==> src/rtl/axi_stream_pkg.sv <==
// Shared helpers for the stream arbiter: grant-index width and round-robin pointer wrap.
package axi_stream_pkg;

  function automatic int unsigned idx_width(input int unsigned n);
    return (n > 1) ? $clog2(n) : 1;
  endfunction

  function automatic int unsigned wrap_inc(input int unsigned i, input int unsigned n);
    return (i + 1 >= n) ? 0 : i + 1;
  endfunction

endpackage

==> src/rtl/spill_register_flushable.sv <==
// Two-entry spill register with synchronous flush; B holds the older beat and is presented first.
module spill_register_flushable #(
  parameter int unsigned Width  = 8,
  parameter bit          Bypass = 1'b0
) (
  input  logic             clk_i,
  input  logic             rst_ni,
  input  logic             flush_i,
  input  logic             valid_i,
  output logic             ready_o,
  input  logic [Width-1:0] data_i,
  output logic             valid_o,
  input  logic             ready_i,
  output logic [Width-1:0] data_o
);

  if (Bypass) begin : g_bypass
    logic unused_bypass;
    assign unused_bypass = ^{clk_i, rst_ni, flush_i};
    assign valid_o = valid_i;
    assign ready_o = ready_i;
    assign data_o  = data_i;
  end else begin : g_spill
    logic             a_full_q, a_full_d, b_full_q, b_full_d;
    logic [Width-1:0] a_data_q, a_data_d, b_data_q, b_data_d;
    logic             a_fill, a_drain, b_fill, b_drain;

    assign ready_o = ~a_full_q | ~b_full_q;
    assign valid_o = a_full_q | b_full_q;
    assign data_o  = b_full_q ? b_data_q : a_data_q;

    always_comb begin
      a_fill   = valid_i & ready_o;
      // A empties whenever B is free: straight to the output or parked in B.
      a_drain  = a_full_q & ~b_full_q;
      b_fill   = a_drain & ~ready_i;
      b_drain  = b_full_q & ready_i;
      a_full_d = a_full_q;
      b_full_d = b_full_q;
      a_data_d = a_data_q;
      b_data_d = b_data_q;
      if (a_fill | a_drain) a_full_d = a_fill;
      if (a_fill)           a_data_d = data_i;
      if (b_fill | b_drain) b_full_d = b_fill;
      if (b_fill)           b_data_d = a_data_q;
      if (flush_i) begin
        a_full_d = 1'b0;
        b_full_d = 1'b0;
      end
    end

    always_ff @(posedge clk_i or negedge rst_ni) begin
      if (!rst_ni) begin
        a_full_q <= 1'b0;
        b_full_q <= 1'b0;
        a_data_q <= '0;
        b_data_q <= '0;
      end else begin
        a_full_q <= a_full_d;
        b_full_q <= b_full_d;
        a_data_q <= a_data_d;
        b_data_q <= b_data_d;
      end
    end
  end

endmodule

==> src/rtl/stream_rr_arbiter_flushable.sv <==
// Round-robin arbiter sharing one registered valid/ready stream between NumInp requesters,
// with an optional grant lock for AXI-stable handshakes and a flush that drops buffered beats.
module stream_rr_arbiter_flushable
  import axi_stream_pkg::*;
#(
  parameter int unsigned NumInp    = 4,
  parameter int unsigned DataWidth = 32,
  parameter bit          LockIn    = 1'b1,
  parameter bit          Bypass    = 1'b0,
  parameter int unsigned IdxW      = idx_width(NumInp)
) (
  input  logic                        clk_i,
  input  logic                        rst_ni,
  input  logic                        flush_i,
  input  logic [NumInp-1:0]           inp_valid_i,
  output logic [NumInp-1:0]           inp_ready_o,
  input  logic [NumInp*DataWidth-1:0] inp_data_i,
  output logic                        oup_valid_o,
  input  logic                        oup_ready_i,
  output logic [DataWidth-1:0]        oup_data_o,
  output logic [IdxW-1:0]             oup_idx_o
);

  logic [IdxW-1:0]           rr_q, rr_d, lock_idx_q, lock_idx_d, gnt;
  logic                      lock_q, lock_d;
  logic                      arb_valid, spill_valid, spill_ready, in_hs;
  logic                      srch_found;
  int unsigned               srch_idx;
  logic [DataWidth-1:0]      gnt_data;
  logic [IdxW+DataWidth-1:0] spill_in, spill_out;

  // Leading-one search over the valid vector rotated to start at rr_q.
  always_comb begin
    srch_found = 1'b0;
    srch_idx   = 0;
    gnt        = rr_q;
    for (int unsigned k = 0; k < NumInp; k++) begin
      srch_idx = 32'(rr_q) + k;
      if (srch_idx >= NumInp) srch_idx = srch_idx - NumInp;
      if (!srch_found && inp_valid_i[srch_idx[IdxW-1:0]]) begin
        srch_found = 1'b1;
        gnt        = srch_idx[IdxW-1:0];
      end
    end
    arb_valid = srch_found;
    if (lock_q) begin
      gnt       = lock_idx_q;
      arb_valid = inp_valid_i[lock_idx_q];
    end
  end

  assign gnt_data    = inp_data_i[32'(gnt)*DataWidth +: DataWidth];
  assign spill_valid = arb_valid & ~flush_i;
  assign spill_in    = {gnt, gnt_data};
  assign in_hs       = spill_valid & spill_ready;

  always_comb begin
    inp_ready_o      = '0;
    inp_ready_o[gnt] = arb_valid & spill_ready & ~flush_i;
  end

  always_comb begin
    rr_d       = rr_q;
    lock_d     = lock_q;
    lock_idx_d = lock_idx_q;
    if (in_hs) begin
      rr_d   = IdxW'(wrap_inc(32'(gnt), NumInp));
      lock_d = 1'b0;
    end else if (LockIn && arb_valid && !spill_ready && !lock_q && !flush_i) begin
      // Offered but stalled: pin the grant so the offer stays stable until accepted.
      lock_d     = 1'b1;
      lock_idx_d = gnt;
    end
    if (flush_i) lock_d = 1'b0;
  end

  always_ff @(posedge clk_i or negedge rst_ni) begin
    if (!rst_ni) begin
      rr_q       <= '0;
      lock_q     <= 1'b0;
      lock_idx_q <= '0;
    end else begin
      rr_q       <= rr_d;
      lock_q     <= lock_d;
      lock_idx_q <= lock_idx_d;
    end
  end

  spill_register_flushable #(
    .Width  (IdxW + DataWidth),
    .Bypass (Bypass)
  ) u_spill (
    .clk_i   (clk_i),
    .rst_ni  (rst_ni),
    .flush_i (flush_i),
    .valid_i (spill_valid),
    .ready_o (spill_ready),
    .data_i  (spill_in),
    .valid_o (oup_valid_o),
    .ready_i (oup_ready_i),
    .data_o  (spill_out)
  );

  assign oup_idx_o  = spill_out[DataWidth +: IdxW];
  assign oup_data_o = spill_out[DataWidth-1:0];

  // A locked requester must hold its offer until the handshake.
  lock_stable_a: assert property (@(posedge clk_i) disable iff (!rst_ni)
    (lock_q && !flush_i) |-> inp_valid_i[lock_idx_q]);

endmodule

==> config.mk <==
export PLATFORM = sky130hd
export DESIGN_NAME = stream_rr_arbiter_flushable
export DESIGN_NICKNAME = d
export VERILOG_FILES = /design/src/rtl/axi_stream_pkg.sv /design/src/rtl/spill_register_flushable.sv /design/src/rtl/stream_rr_arbiter_flushable.sv
export SDC_FILE = /design/constraint.sdc
export NUM_CORES = 1
export LEC_CHECK = 0
export BUFFER_PORTS_ARGS = -buffer_cell sky130_fd_sc_hd__buf_4
export CORE_ASPECT_RATIO = 1.25
export CORE_MARGIN = 4
export CORE_UTILIZATION = 40
export DETAILED_ROUTE_END_ITERATION = 10
export PLACE_DENSITY = 0.71
export SKIP_CTS_REPAIR_TIMING = 1
export SYNTH_ARGS = -nofsm -noshare
export SYNTH_HDL_FRONTEND = slang
export SYNTH_HIERARCHICAL = 1
export SYNTH_SLANG_ARGS = --single-unit
==> constraint.sdc <==
create_clock -name clk_i -period 2.6 [get_ports clk_i]
set_clock_uncertainty 0.1 [all_clocks]
set_input_delay 0 -clock clk_i [delete_from_list [all_inputs] [get_ports clk_i]]
set_output_delay 0 -clock clk_i [all_outputs]
set_load 0.03 [all_outputs]
# Yosys cells after proc, flatten, opt, wreduce, memory -nomap -nowiden
# Cells that the tools add are included.
[op_classes]
add_sub_neg = 8
n_lt_le_gt_ge = 12
n_shift = 1
muxes = 35
bitwise_logic = 17
n_reduce_logical = 17
[ops]
columns = ["op", "n"]
rows = [
  ["128-bit by 8-bit variable part select with 32-bit output", 1],
  ["34-bit two-way mux", 1],
  ["2-bit two-way mux", 10],
  ["2-bit by 3-bit < comparator with 1-bit output, second input constant", 6],
  ["1-bit two-way mux", 18],
  ["3-bit greater-or-equal comparator, second input constant", 4],
  ["1-bit binary-select mux with 2-bit select", 5],
  ["2-bit by 1-bit subtractor with 2-bit output, second input constant", 4],
  ["1-bit bitwise AND", 7],
  ["1-bit logical AND", 7],
  ["2-bit by 1-bit adder with 3-bit output, second input constant", 2],
  ["2-bit by 2-bit adder with 3-bit output, second input constant", 2],
  ["1-bit zero test", 6],
  ["1-bit inverter", 5],
  ["4-bit bitwise AND", 1],
  ["1-bit bitwise OR", 4],
  ["2-bit nonzero test", 2],
  ["2-bit by 3-bit greater-or-equal comparator with 1-bit output, second input constant", 1],
  ["3-bit nonzero test", 1],
  ["1-bit demux with 2-bit select", 1],
  ["2-bit by 1-bit greater-or-equal comparator with 1-bit output, second input constant", 1],
  ["2-bit AND reduction", 1],
]
[word_totals]
register_bits = 75
in_bits = 136
wordCells = 97

# Logic depth before layout (Yosys ltp)
# Gate-level depths: netlist of run 1.
[depth]
ltp_word = 21
mapped_depth = 8
ltp_nobuf = 7

# Cells and area by module
# Netlist of run 1, hierarchy kept.
[by_module_without_submodules]
columns = ["mod", "instances", "cells_each", "area_each_um2", "seq_area_each_um2"]
rows = [
  ["spill_register_flushable", 1, 189, 3032.9, 1751.7],
  ["stream_rr_arbiter_flushable", 1, 159, 1600.3, 125.1],
]

# Least setup slack after synthesis of run 1
# Ideal clock, no wire load.
[synth_timing]
kind = "flip-flop to flip-flop"
from = "reg lock_idx_q[0]"
to = "reg u_spill.g_spill.a_data_q[0]"
setup_ns = 0.125
t_arrival_ns = 1.908
t_required_ns = 2.375
setup_slack_ns = 0.467
path_stages_with_launch = 7
path_buffers = 1
synth_period_minus_slack_ns = 2.133
cell_sequence = "dfrtp_1 > mux4_2 > nand2_1 > a21oi_1 > a21boi_2 > buf_4 > mux2_2"
[synth_via]
elab_chain_cells = 5
[synth_rtl]
columns = ["item", "line_no", "rtl"]
rows = [
  ["start, declared", "stream_rr_arbiter_flushable.sv:24", "logic [IdxW-1:0] rr_q, rr_d, lock_idx_q, lock_idx_d, gnt;"],
  ["start signal, assigned", "stream_rr_arbiter_flushable.sv:85", "lock_idx_q <= lock_idx_d;"],
  ["1-bit binary-select mux with 2-bit select", "stream_rr_arbiter_flushable.sv:48", "arb_valid = inp_valid_i[lock_idx_q];"],
  ["1-bit two-way mux (implied by the code)", "stream_rr_arbiter_flushable.sv:48", ""],
  ["1-bit two-way mux", "stream_rr_arbiter_flushable.sv:46", "if (lock_q) begin"],
  ["1-bit bitwise AND", "stream_rr_arbiter_flushable.sv:53", "assign spill_valid = arb_valid & ~flush_i;"],
  ["net spill_valid", "stream_rr_arbiter_flushable.sv:26", "logic arb_valid, spill_valid, spill_ready, in_hs;"],
  ["1-bit bitwise AND", "spill_register_flushable.sv:33", "a_fill = valid_i & ready_o;"],
  ["end signal, assigned", "spill_register_flushable.sv:61", "a_data_q <= a_data_d;"],
  ["end, declared", "spill_register_flushable.sv:25", "logic [Width-1:0] a_data_q, a_data_d, b_data_q, b_data_d;"],
]
# The timed path passes the listed nets, and every way through them passes these cells. The select of a mux whose other input is x is not followed.
# A chain may end at the register's enable or synchronous reset.

# Worst setup path after layout of run 1
[layout_timing]
from = "reg rr_q[1]"
to = "out inp_ready_o[1]"
[layout_via]
elab_chain_cells = 20
[layout_rtl]
columns = ["item", "line_no", "rtl"]
rows = [
  ["start, declared", "stream_rr_arbiter_flushable.sv:24", ""],
  ["start signal, assigned", "stream_rr_arbiter_flushable.sv:83", "rr_q <= rr_d;"],
  ["branches (longest 19 deep; another with 2-bit by 1-bit adder with 3-bit output)", "-", ""],
  ["4-bit bitwise AND (no source line) (*)", "-", ""],
  ["end, declared", "stream_rr_arbiter_flushable.sv:16", "output logic [NumInp-1:0] inp_ready_o,"],
]
# Every way passes the cells marked *. The select of a mux whose other input is x is not followed.

==> results of run 1 <==
[kinds of logic (layout without fill, tap and decap cells)]
logic type	Yosys count	after routing	synth area share (%)
flip-flops	75	75	40.5
multiplexers	202	202	46.7
adder cells (fa/ha/maj)	4	4	1.08
AO/OA/AOI/OAI	12	12	2.38
AND/OR/NAND/NOR	30	30	3.97
buffers and inverters	25	208	5.32
[flip-flops by register name (all words and copies together) (netlist names)]
signal and count:
u_spill/g_spill.a_data_q 34, u_spill/g_spill.b_data_q 34, lock_idx_q 2, rr_q 2, lock_q 1, u_spill/g_spill.a_full_q 1, u_spill/g_spill.b_full_q 1
[worst max-delay path by stage]
stage / depth (start not counted) / startpoint / endpoint / slack (ns)
after floorplan: 6 / lock_idx_q[0]$_DFFE_PN0P_ / u_spill/g_spill.a_data_q[0]$_DFFE_PN0P_ / 0.47
after global placement: 7 / rr_q[1]$_DFFE_PN0P_ / u_spill/g_spill.a_data_q[31]$_DFFE_PN0P_ / 0.35
after detailed placement: 7 / rr_q[1]$_DFFE_PN0P_ / u_spill/g_spill.a_data_q[2]$_DFFE_PN0P_ / 0.27
after CTS: 8 / rr_q[1]$_DFFE_PN0P_ / inp_ready_o[1] / 0.02
after global routing: 8 / rr_q[1]$_DFFE_PN0P_ / inp_ready_o[1] / 0.0003
final: 8 / rr_q[1]$_DFFE_PN0P_ / inp_ready_o[1] / 0.14
[power by group through the flow]
stage / Combinational, W / Clock (W) / Sequential, W
after global routing: 0.00359 / 0.00131 / 0.00216
after global placement: 0.00331 / 0 / 0.00206
after CTS: 0.00339 / 0.00125 / 0.00209
final: 0.00334 / 0.00122 / 0.00208
after floorplan: 0.00259 / 0 / 0.00198
after detailed placement: 0.00338 / 0 / 0.00210
[per-stage QoR]
stage / cell area, um2 / power (W) / std cells / util [%] / worst slack, ns
4_1_cts: 6270 / 0.00673 / 658 / 56.0 / 0.0221
5_1_grt: 6360 / 0.00706 / 666 / 56.8 / 0.000323
2_1_floorplan: 4630 / 0.00457 / 348 / - / 0.467
6_report: 6360 / 0.00664 / 666 / 56.8 / 0.140
3_3_place_gp: 5980 / 0.00537 / 643 / 53.4 / 0.351
3_5_place_dp: 5980 / 0.00548 / 643 / 53.4 / 0.267
[synthesized netlist by cell type (all sizes together), types with 3 or more instances]
cell type,number
nor3b,3
buf,19
dfrtp,75
o21ai,3
ha,4
and3,4
inv,4
a21oi,4
mux2i,96
mux2,105
nor2,6
nand2,6
[area by class of cell]
class	instances	area share, %
Tap cell	135	2.66
Sequential cell	75	29.5
Inverter	4	0.236
Timing Repair Buffer	189	23.3
Clock inverter	4	0.807
Multi-Input combinational cell	248	39.6
Clock buffer	11	3.82
[per-layer routing]
layer / vias up / GRT usage, % / wire (um)
met3: 11 / 4.42 / 631
met5: - / 0 / 0
met2: 113 / 30.3 / 6050
met4: 0 / 5.87 / 163
li1: 1639 / - / -
met1: 1667 / 17.7 / 4180
[layout by cell type (no fill, tap or decap), types with 2 or more instances in the layout]
cell / instances
nand2_1: 5
clkbuf_16: 9
mux2i_1: 96
a21oi_1: 4
buf_12: 3
dlygate4sd3_1: 8
nor4_1: 2
mux2_2: 101
nor2_1: 6
ha_1: 4
mux2_1: 4
buf_4: 177
o21ai_1: 2
inv_1: 3
dfrtp_1: 74
nor2b_1: 2
and3_1: 4
[critical path: cells and delay by family (launching register included)]
kind | cells | cell delay, ns
adders and majority gates | 1 | 0.19
DFF | 1 | 0.47
buffers and inverters | 3 | 0.55
AOI/OAI and AO/OA | 2 | 0.38
and+or+nand+nor | 2 | 0.43
==> results.py, run 1 <==
metrics = {
    "clock_network": {
        "htreeDepth": 3,
        "clock_sinks": 75,
        "clock_path_buffers": 2,
        "root_buffer": "clkbuf_16",
        "cts_tree": "done",
        "numCtsBuffers": 9,
        "insertion_delay_ns": 0.33,
        "cts.clk_slew.worst_paths_ns": 0.06,
    },
    "finish": {
        "drive_gt1_share_pct": 57.8,
        "final_nets": 667,
        "nFillCells": 963,
        "multi_input_area_um2": 2520,
        "n_antenna_cell": 0,
        "seq_area_um2": 1880,
        "syn_to_final_growth_pct": 37.2,
    },
    "sta": {
        "fin_hold_ws_ns": -0.00822,
        "post-route-min-period_ns": 2.46,
        "hold_viol": 4,
        "setup_violations": 0,
        "max_freq_ghz": 0.406,
        "rsz0062_at_grt": "false",
        "drv_slew": 0,
        "tightestPinTransition_ns": 0.936,
        "period_share_pct": 94.6,
        "tns_ns": 0,
        "slew_headroom_pct": 37.6,
    },
    "placement": {
        "gp_congestion": 0.794,
        "hpwl_mm": 8.10,
        "port_buffers": 174,
    },
    "worst_setup_path": {
        "rr_worst_depth": 7,
        "cp.required_ns": 2.50,
        "crit_chain": "nor3b_2, a2111oi_4, o31ai_4, buf_6, inv_1, ha_1, and3_1, buf_4",
        "rr_endpoint": "u_spill/g_spill.a_data_q[2]$_DFFE_PN0P_",
        "worstSetupPathType": "reg2out",
        "crit_path_start_kind": "flip-flop",
        "cp.arrival_ns": 2.36,
        "endpoint_kind": "primary output",
        "slowest_delay_ns": 0.47,
        "cp_slowest_cell": "dfrtp_1",
        "crit-reg2reg-launch": "rr_q[1]$_DFFE_PN0P_",
        "crit_fanout": 22,
        "r2r_slack_ns": 0.24,
    },
    "synth": {
        "async_flop_share_pct": 100,
        "synthCells": 348,
        "ys_top_cells_by_area": "dfrtp_1 41%, mux2_2 25%, mux2i_1 21%",
        "synth_area_per_cell_um2": 13.3,
        "synth_flop_cell": "dfrtp_1",
        "yosys_warnings": 6,
        "yosysTopAreaCellShare_pct": 40.5,
        "yosysTopAreaCell": "dfrtp_1",
        "synth_nets": 488,
        "ys_seq_area_share_pct": 40.5,
        "ys_ff_latch": 75,
        "synth-edff-count": 0,
        "syn_area_um2": 4630,
        "yosysUniqueCellTypes": 37,
    },
    "outcome": {
        "failed_checks": "negative hold slack",
        "outcome": "complete, but fails checks",
    },
    "pwr": {
        "comb_power_share_pct": 50.3,
        "power.leakage_nw": 3.06,
        "switchingPower_w": 0.00243,
        "p_int_w": 0.00421,
        "max-vdd-ir-drop_uv": 472,
        "p_seq_share_pct": 31.3,
        "clkPwrFrac_pct": 18.3,
        "p_sw_share_pct": 36.7,
        "cellPowerDensity_nw_per_um2": 1040,
    },
    "global_routing": {
        "antenna_found_initial": 0,
        "grt_pass1_wl_mm": 17.6,
        "grtUsageTotal_pct": 16.3,
        "grt_max_degree": 76,
        "grt-ovfl-total": 0,
        "grt_pass1_vias": 3588,
    },
    "run": {
        "max_cap_violations": 0,
    },
    "detailed_routing": {
        "viasPerCell": 5.15,
        "avgRoutedWirePerCell_um": 16.6,
        "remaining_drc_errors": 0,
        "dr.pass1.iters": 4,
        "drt_wl_total_mm": 11.0,
        "drt_iter0_markers": 88,
        "drtAntennaViolNets": 0,
        "via_count": 3430,
    },
    "floorplan": {
        "row_count": 43,
        "die_y_um": 128,
        "core_um2": 11200,
        "chipWidth_um": 104,
        "die_area_um2": 13400,
        "pin_count": 175,
        "initial_core_util_pct": 41.4,
    },
    "hold_path": {
        "hold_start": "inp_data_i[20]",
        "hp-class": "in2reg",
        "whs_path_depth": 4,
        "worstHoldEndpoint": "u_spill/g_spill.a_data_q[20]$_DFFE_PN0P_",
    },
}
Power figures use the tool's default switching activity.
==> run 2, diff against run 1 <==
--- a/config.mk
+++ b/config.mk
@@ -14,5 +14,4 @@
 export SKIP_CTS_REPAIR_TIMING = 1
 export SYNTH_ARGS = -nofsm -noshare
 export SYNTH_HDL_FRONTEND = slang
-export SYNTH_HIERARCHICAL = 1
 export SYNTH_SLANG_ARGS = --single-unit
==> results.py, run 2 <==
metrics = {
    "worst_setup_path": {
        "critPathBufInv": 2,
        "crit-reg2reg-launch": "rr_q[1]$_DFFE_PN0P_",
        "crit_chain": "nand2_1, a311oi_4, a21o_1, bufinv_8, ha_1, and2_1, buf_4",
        "cp_slowest_cell": "dfrtp_1",
        "cp_top_family": "compound AO/OA/AOI/OAI gates",
        "critPathLaunch": "rr_q[1]$_DFFE_PN0P_",
        "crit_fanout": 36,
        "crit_path_start_kind": "flip-flop",
        "slowest_delay_ns": 0.47,
        "cp.required_ns": 2.50,
        "cp.arrival_ns": 2.32,
        "endpoint_kind": "primary output",
        "worstSetupPathType": "reg2out",
    },
    "finish": {
        "nFillCells": 1006,
        "n_antenna_cell": 0,
        "final_util_pct": 57.6,
        "largestRegisters": "u_spill.g_spill.a_data_q: 34 flops, u_spill.g_spill.b_data_q: 34 flops",
        "syn_to_final_growth_pct": 40.3,
        "final_nets": 745,
        "multi_input_area_um2": 2580,
        "drive_gt1_share_pct": 50.6,
        "final_area_um2": 6690,
        "finalNonFillerCells": 768,
        "seq_area_um2": 1880,
        "final_cell_mix": "182 x buf_4, 74 x dfrtp_1, 69 x mux2_2",
        "layout_commonest_cell": "buf_4",
    },
    "clock_network": {
        "root_buffer": "clkbuf_16",
        "numCtsBuffers": 9,
        "cts.clk_slew.worst_paths_ns": 0.05,
        "cts_tree": "done",
        "insertion_delay_ns": 0.33,
        "clock_path_buffers": 2,
        "clock_sinks": 75,
        "htreeDepth": 3,
    },
    "global_routing": {
        "grt_max_degree": 76,
        "antenna_found_initial": 0,
        "grt-ovfl-total": 0,
        "grt_pass1_wl_mm": 21.3,
        "grt_pass1_vias": 4284,
        "grtUsageTotal_pct": 19.5,
    },
    "pwr": {
        "comb_power_share_pct": 51.4,
        "cellPowerDensity_nw_per_um2": 1020,
        "clkPwrFrac_pct": 18.0,
        "max-vdd-ir-drop_uv": 538,
        "p_int_w": 0.00413,
        "switchingPower_w": 0.00271,
        "p_sw_share_pct": 39.6,
        "power.leakage_nw": 3.00,
        "p_seq_share_pct": 30.6,
    },
    "sta": {
        "setup_violations": 0,
        "drv_slew": 0,
        "post-route-min-period_ns": 2.42,
        "fin_hold_ws_ns": -0.0438,
        "hold_viol": 19,
        "tightestPinTransition_ns": 0.965,
        "max_freq_ghz": 0.414,
        "worst_slack_ns": 0.185,
        "slew_headroom_pct": 35.7,
        "rsz0062_at_grt": "false",
        "tns_ns": 0,
        "period_share_pct": 92.9,
    },
    "synth": {
        "synth_nets": 571,
        "synthTopCellsByCount": "75 x dfrtp_1, 69 x mux2_2, 64 x a211oi_1",
        "async_flop_share_pct": 100,
        "yosysTopAreaCellShare_pct": 39.4,
        "ys_seq_area_share_pct": 39.4,
        "syn_area_um2": 4770,
        "yosysUniqueCellTypes": 34,
        "synth_area_per_cell_um2": 11.1,
        "ys_ff_latch": 75,
        "synthCells": 431,
        "yosys_warnings": 0,
        "synth-edff-count": 0,
        "synth_flop_cell": "dfrtp_1",
        "yosys.cell_count.top_type": "dfrtp_1",
        "ys_top_cells_by_area": "dfrtp_1 39%, mux2_2 16%, a211oi_1 10%",
        "yosysTopAreaCell": "dfrtp_1",
    },
    "hold_path": {
        "hp-class": "in2reg",
        "hold_start": "inp_valid_i[2]",
    },
    "floorplan": {
        "initial_core_util_pct": 41.0,
        "row_count": 44,
        "pin_count": 175,
        "chipWidth_um": 106,
        "die_y_um": 130,
        "die_area_um2": 13700,
        "core_um2": 11600,
    },
    "detailed_routing": {
        "remaining_drc_errors": 0,
        "drt_wl_total_mm": 13.5,
        "dr.pass1.iters": 4,
        "viasPerCell": 5.31,
        "drt_iter0_markers": 161,
        "via_count": 4079,
        "avgRoutedWirePerCell_um": 17.6,
        "drtAntennaViolNets": 0,
    },
    "placement": {
        "gp_congestion": 0.835,
        "hpwl_mm": 9.42,
        "dp.cells": 736,
        "port_buffers": 174,
        "post_dp_cell_area_um2": 6190,
        "dp_slack_ns": 0.0478,
    },
    "outcome": {
        "failed_checks": "negative hold slack",
        "outcome": "complete, but fails checks",
    },
    "run": {
        "max_cap_violations": 0,
    },
}
==> run 2: worst paths after layout <==
kind	end	slack [ns]	cells past startpoint
min in group asynchronous	u_spill.g_spill.b_full_q$_DFFE_PN0P_	0.25	2
worst min register to register	u_spill.g_spill.b_data_q[11]$_DFFE_PN0P_	0.40	1
worst min-delay path	lock_idx_q[0]$_DFFE_PN0P_	-0.04	4
worst max register to register	rr_q[1]$_DFFE_PN0P_	0.34	7
worst max-delay path	inp_ready_o[0]	0.18	7
max in group asynchronous	u_spill.g_spill.a_data_q[17]$_DFFE_PN0P_	1.50	2
==> run 2: power by group through the flow <==
stage / clock network (W) / logic (W) / registers [W]
final: 0.00123 / 0.00352 / 0.00209
after global placement: 0 / 0.00343 / 0.00206
after global routing: 0.00130 / 0.00379 / 0.00217
after floorplan: 0 / 0.00253 / 0.00198
after detailed placement: 0 / 0.00349 / 0.00210
after CTS: 0.00125 / 0.00350 / 0.00209
==> run 2: worst register-to-register path, stage by stage (launching register included) <==
cell	delay (ns)
dfrtp_1	0.46
nor3_1	0.23
a2111oi_2	0.11
o31ai_4	0.27
buf_6	0.31
inv_1	0.11
ha_1	0.28
mux2_1	0.28
==> run 2: final cells by class <==
| cell class | instances | area share (%) |
|---|---|---|
| clock inverters | 2 | 0.561 |
| well taps | 161 | 3.01 |
| flip-flops and latches | 75 | 28.1 |
| multi-input cells | 280 | 38.6 |
| repair buffers | 203 | 23.7 |
| inverters | 36 | 2.23 |
| clock buffers | 11 | 3.78 |
==> run 2: cell families after synthesis <==
group           Yosys count  share of synthesized area, %
simple gates             63                          5.99
flops                    75                          39.4
fa+ha+maj                 4                          1.05
compound gates          108                          21.8
mux                     105                          24.2
buf+inv                  76                          7.61
==> run 2: metal layers <==
layer  part of all wire (%)  vias to the layer above  wire length, um  track usage, %
li1                       -                     1947                -               -
met1                     40                     1984             5420            23.2
met2                     53                      125             7170            35.2
met3                    4.6                       23              617            3.66
met4                    2.2                        0              301            7.24
met5                      0                        -                0               0
==> run 2: per-stage QoR <==
step,hold WS [ns],total power [W]
floorplan,-0.396,0.00451
global placement,0.0713,0.00549
detailed placement,0.0754,0.00559
CTS,-0.275,0.00683
global route,0.00223,0.00726
finish,-0.0438,0.00684
